`src/rtl/icache.sv`:
```
// icache: direct-mapped, read-only instruction cache.
// Lookups are combinational. On a miss, fetch stalls while the whole line is
// refilled from memory in a single beat. flush_i invalidates every line; a
// flush that arrives during a refill lets the refill finish but leaves the line invalid.
module icache #(
   parameter int ADDR_SIZE       = 32,
   parameter int INSTR_SIZE      = 32,
   parameter int CACHE_LINE_SIZE = 64,
   parameter int CACHE_NUM_LINES = 4
) (
   input  logic                         clk,
   input  logic                         rst,
   input  logic                         req_valid_i,
   input  logic [ADDR_SIZE-1:0]         req_addr_i,
   output logic [INSTR_SIZE-1:0]        instr_o,
   output logic                         instr_valid_o,
   output logic                         stall_o,
   input  logic                         flush_i,
   output logic                         mem_req_o,
   output logic [ADDR_SIZE-1:0]         mem_addr_o,
   input  logic                         mem_rsp_valid_i,
   input  logic [CACHE_LINE_SIZE*8-1:0] mem_rsp_data_i
);

   localparam int OFFSET_W = $clog2(CACHE_LINE_SIZE);
   localparam int INDEX_W  = $clog2(CACHE_NUM_LINES);
   localparam int TAG_W    = ADDR_SIZE - OFFSET_W - INDEX_W;
   localparam int LINE_W   = CACHE_LINE_SIZE * 8;
   localparam int WORDS    = LINE_W / INSTR_SIZE;
   localparam int BYTE_W   = $clog2(INSTR_SIZE / 8);
   localparam int WSEL_W   = OFFSET_W - BYTE_W;

   typedef enum logic {IDLE, MISS} state_t;

   state_t                     state_reg;
   logic                       drop_reg;
   logic                       mem_req_reg;
   logic [ADDR_SIZE-1:0]       miss_addr_reg;
   logic [CACHE_NUM_LINES-1:0] valid_reg;

   // Tag and data arrays: read combinationally, written only by a refill.
   logic [TAG_W-1:0]  tag_mem  [CACHE_NUM_LINES];
   logic [LINE_W-1:0] data_mem [CACHE_NUM_LINES];

   logic [INDEX_W-1:0] req_index;
   logic [TAG_W-1:0]   req_tag;
   logic [WSEL_W-1:0]  req_wsel;
   logic [INDEX_W-1:0] refill_index;
   logic [TAG_W-1:0]   refill_tag;
   logic               lookup_match;
   logic               hit;
   logic               refill_done;
   logic               unused_byte_bits;

   assign req_index    = req_addr_i[OFFSET_W +: INDEX_W];
   assign req_tag      = req_addr_i[ADDR_SIZE-1 -: TAG_W];
   assign req_wsel     = req_addr_i[BYTE_W +: WSEL_W];
   assign refill_index = miss_addr_reg[OFFSET_W +: INDEX_W];
   assign refill_tag   = miss_addr_reg[ADDR_SIZE-1 -: TAG_W];

   // Byte-within-word bits play no part in the lookup (no misalignment check).
   assign unused_byte_bits = ^req_addr_i[BYTE_W-1:0];

   // A flush in IDLE masks the hit so the cycle behaves as a stall with no refill.
   assign lookup_match = valid_reg[req_index] && (tag_mem[req_index] == req_tag);
   assign hit          = req_valid_i && (state_reg == IDLE) && lookup_match && !flush_i;
   assign refill_done  = (state_reg == MISS) && mem_rsp_valid_i;

   assign instr_valid_o = hit;
   assign stall_o       = (req_valid_i && !hit) || (state_reg == MISS);
   assign mem_req_o     = mem_req_reg;
   assign mem_addr_o    = miss_addr_reg;

   // Split the indexed line into words; the word select picks one every cycle.
   logic [LINE_W-1:0]     line_sel;
   logic [INSTR_SIZE-1:0] line_words [WORDS];

   assign line_sel = data_mem[req_index];

   generate
      for (genvar gi = 0; gi < WORDS; gi++) begin : g_words
         assign line_words[gi] = line_sel[gi*INSTR_SIZE +: INSTR_SIZE];
      end
   endgenerate

   assign instr_o = line_words[req_wsel];

   // Refill FSM with its registered outputs, the valid bits and the drop flag.
   always_ff @(posedge clk) begin
      if (rst) begin
         state_reg     <= IDLE;
         drop_reg      <= 1'b0;
         mem_req_reg   <= 1'b0;
         miss_addr_reg <= '0;
         valid_reg     <= '0;
      end else begin
         case (state_reg)
            IDLE: begin
               if (req_valid_i && !hit && !flush_i) begin
                  miss_addr_reg <= {req_addr_i[ADDR_SIZE-1:OFFSET_W], {OFFSET_W{1'b0}}};
                  mem_req_reg   <= 1'b1;
                  state_reg     <= MISS;
               end
            end
            MISS: begin
               if (flush_i) begin
                  drop_reg <= 1'b1;
               end
               if (mem_rsp_valid_i) begin
                  // A flush seen during this refill leaves the new line invalid.
                  valid_reg[refill_index] <= !drop_reg;
                  drop_reg                <= 1'b0;
                  mem_req_reg             <= 1'b0;
                  state_reg               <= IDLE;
               end
            end
            default: state_reg <= IDLE;
         endcase
         // The flush overrides any valid bit set by a refill on this same edge.
         if (flush_i) begin
            valid_reg <= '0;
         end
      end
   end

   // Array write: the refill always writes tag and data, even when it is dropped.
   always_ff @(posedge clk) begin
      if (!rst && refill_done) begin
         data_mem[refill_index] <= mem_rsp_data_i;
         tag_mem[refill_index]  <= refill_tag;
      end
   end

endmodule

```
`config.mk`:
```
export PLATFORM = sky130hd
export DESIGN_NAME = icache
export DESIGN_NICKNAME = d
export VERILOG_FILES = /design/src/rtl/icache.sv
export SDC_FILE = /design/constraint.sdc
export NUM_CORES = 2
export LEC_CHECK = 0
export ABC_CLOCK_PERIOD_IN_PS = 105000
export BUFFER_PORTS_ARGS = -buffer_cell sky130_fd_sc_hd__buf_2
export CAP_MARGIN = 30
export CORE_AREA = 10 10 537 539
export DETAILED_ROUTE_END_ITERATION = 12
export DIE_AREA = 0 0 547 549
export HOLD_SLACK_MARGIN = 0.02
export PLACE_DENSITY = 0.51
export SYNTH_ARGS = -nofsm -noshare
export SYNTH_HDL_FRONTEND = slang
export SYNTH_SLANG_ARGS = --single-unit
```
`constraint.sdc`:
```
create_clock -name clk -period 105 [get_ports clk]
set_input_delay 15.75 -clock clk [delete_from_list [all_inputs] [get_ports clk]]
set_output_delay 15.75 -clock clk [all_outputs]
set_load 0.01 [all_outputs]
```
==> reports/metrics.cfg <==
[power]
p_int_mw=1.45
p_leak_nw=30.9
combPwrFrac=0.052
max-vdd-ir-drop_mv=0.0143
pwr-share-seq=0.521
powerDensity_nw_per_um2=18.8
switching_share=0.212
p_clk_frac=0.428
p_switching_mw=0.391

[floorplanning]
die_x_um=547
dieArea_um2=300000
std_cell_rows=194
coreArea_um2=278000
start_util=0.298
die_h_um=549
ioPinCount=616

[outcome]
run_status=finished, final reports clean

[cts]
clkSinkCount=2177
ctsResizeCount=0
post_cts_buffers=0
path_clk_slew_ns=0.06
ctsHtreeMaxLevel=4
cts_root_buf=clkbuf_16
cts_tree=yes
cts-buffers-inserted=235
clock_latency_ns=0.87
cts_hold_buf=0
clock_path_buffers=4

[yosys]
post-synth-top-area-cell=edfxtp_1
netlist_instances=3242
avgSynthCellArea_um2=25.6
synth_area_um2=82900
synth.top_cell.area_share=0.776
synth-async-reset-ratio=0
synth_top_flop_cell=edfxtp_1
synth.area.top_cells=edfxtp_1 78%, mux4_2 19%, dfxtp_1 0.80%
ys_seq_area_frac=0.784
yosysWarnings=0
synth_seq_cells=2177
ys_types=40
synth_edf_count=2144

[sta]
period_needed_ns=36.28
tightest_slew_ns=1.09
setup_tns_ns=0
finalCritPeriodShare=0.345
setup_slack_ns=68.72
max_freq_mhz=27.6
max_slew_margin=0.275
finalSetupViolCount=0
rsz0062_at_grt=false
finalHoldViolCount=0
drv_slew=0
fin_skew_ns=0.0358

[critical_path]
startpoint_type=input pin
cp_top_family=buffers and inverters
path_cells=buf_8 > buf_4 > buf_4 > buf_16 > buf_4 > mux4_2 > mux4_2 > mux4_2 > buf_2
critical_path.endpoint_type=output port
path_buf_inv=6
slowest_delay_ns=0.76
critPathSlowestCell=buf_4
worstSetupPathType=input pin to output port
arrival_ns=20.53
crit_required_ns=89.25
worstPathMaxFanout=73

[drt]
viasPerCell=4.72
drc=0
drtAntennaViolNets=0
first_iter_violations=3014
dr.pass1.iters=5
num_vias=37561
wl_per_cell_um=27.7
wirelength_um=220000

[grt]
antenna_found_initial=225
grt_max_degree=145
overflow=0
grt_pass1_vias=39416
track_usage=0.142
grt_pass1_wl_um=309000

[cells_and_area]
area_growth_pct=18.1
largest_reg_flops=2048
fin_area_um2=97900
top_register=data_mem
nFillCells=25733
fin_cells=7960
fin_nets=4539
layout-drive-gt1-share=0.406

[placement]
dp_slack_ns=68.35
placed_cell_area_um2=90400
port_buffers=607
dp.final_hpwl_um=141000
dp_cells=7476
place_congestion=0.725

[run]
cap_violations=0

[worst_hold_path]
min_path_type=register to register

==> worst register-to-register path, cell delays in order, from the launching register on <==
cell and delay [ns]:
dfxtp_1 0.47, nand3_1 0.27, nor3_2 0.71, buf_4 0.59, buf_4 0.66, buf_4 0.68, buf_4 0.76, buf_4 0.80
==> final cells by class <==
type                       instances  area [um^2]  share of cell area
antenna                           59          148             0.00151
clock buffer                     288         6080              0.0621
clock inverter                   136         1190              0.0122
inverter                           5         18.8            0.000192
multi-input combinational        891        17000               0.173
sequential                      2177        65000               0.664
tap                             3724         4660              0.0476
timing repair buffer             680         3770              0.0385
==> cells by family (layout without fill, tap and decap cells) <==
family	after synthesis	after routing	synth area share
xor gates and xnor gates	27	27	0.00285
AOI/OAI and AO/OA	28	28	0.00258
buffers and inverters	179	1109	0.0113
other	1	65	0.0000452
DFF	2177	2177	0.784
muxes	734	734	0.192
and+or+nand+nor	96	96	0.00661
==> final timing paths <==
path | cells past startpoint | slack, ns | to | from
worst max-delay path | 9 | 68.72 | instr_o[2] | req_addr_i[7]
worst min-delay path | 2 | 0.46 | mem_req_o | mem_req_o
worst max register to register | 7 | 99.61 | data_mem[1][161] | state_reg
worst min register to register | 2 | 0.46 | mem_req_o | mem_req_o
==> stage by stage <==
stage,util,hold WS (ns),power [mW]
finish,0.352,0.461,1.85
global route,0.352,0.491,1.91
detailed placement,0.325,0.457,1.08
floorplan,-,0.481,1.04
global placement,0.325,0.448,1.08
CTS,0.352,0.467,1.88
==> synth_stat cells (3+ instances only) <==
| library cell | number |
|---|---|
| buf_2 | 61 |
| nand2b_1 | 54 |
| xnor2_1 | 25 |
| a21oi_1 | 4 |
| buf_12 | 3 |
| mux2_2 | 7 |
| buf_4 | 16 |
| nand3_1 | 5 |
| mux4_2 | 686 |
| o31a_1 | 3 |
| o21ai_1 | 5 |
| nor3_1 | 8 |
| nand4_1 | 6 |
| nand2_1 | 12 |
| clkbuf_1 | 55 |
| nor2_1 | 5 |
| dfxtp_1 | 33 |
| inv_1 | 5 |
| mux2i_1 | 41 |
| buf_6 | 11 |
| edfxtp_1 | 2144 |
| buf_1 | 28 |
| o2111ai_1 | 3 |
| o21ai_0 | 3 |
==> power groups by stage <==
stage | logic, mW | clock network, mW | registers, mW
detailed placement | 0.0995 | 0 | 0.979
CTS | 0.0997 | 0.815 | 0.961
global placement | 0.0979 | 0 | 0.979
floorplan | 0.0504 | 0 | 0.985
global route | 0.103 | 0.849 | 0.960
finish | 0.0952 | 0.789 | 0.961
==> cell usage in the layout (no fill, tap or decap), drive strengths merged, types with 6 or more instances in the layout <==
cell type  count
buf          679
bufinv        18
clkbuf       289
clkinv       103
clkinvlp       9
conb           6
dfxtp         33
diode         59
edfxtp      2144
inv           11
mux2           7
mux2i         41
mux4         686
nand2         12
nand2b        54
nand4          6
nor3           8
o21ai          8
xnor2         25
==> per-layer routing <==
layer | GRT usage | part of all wire | vias to the layer above
li1 | - | - | 15769
met1 | 0.190 | 0.42 | 19980
met2 | 0.227 | 0.47 | 1140
met3 | 0.0474 | 0.081 | 532
met4 | 0.0312 | 0.025 | 140
met5 | 0 | 0.0040 | -
(Power assumes the default switching activity.)
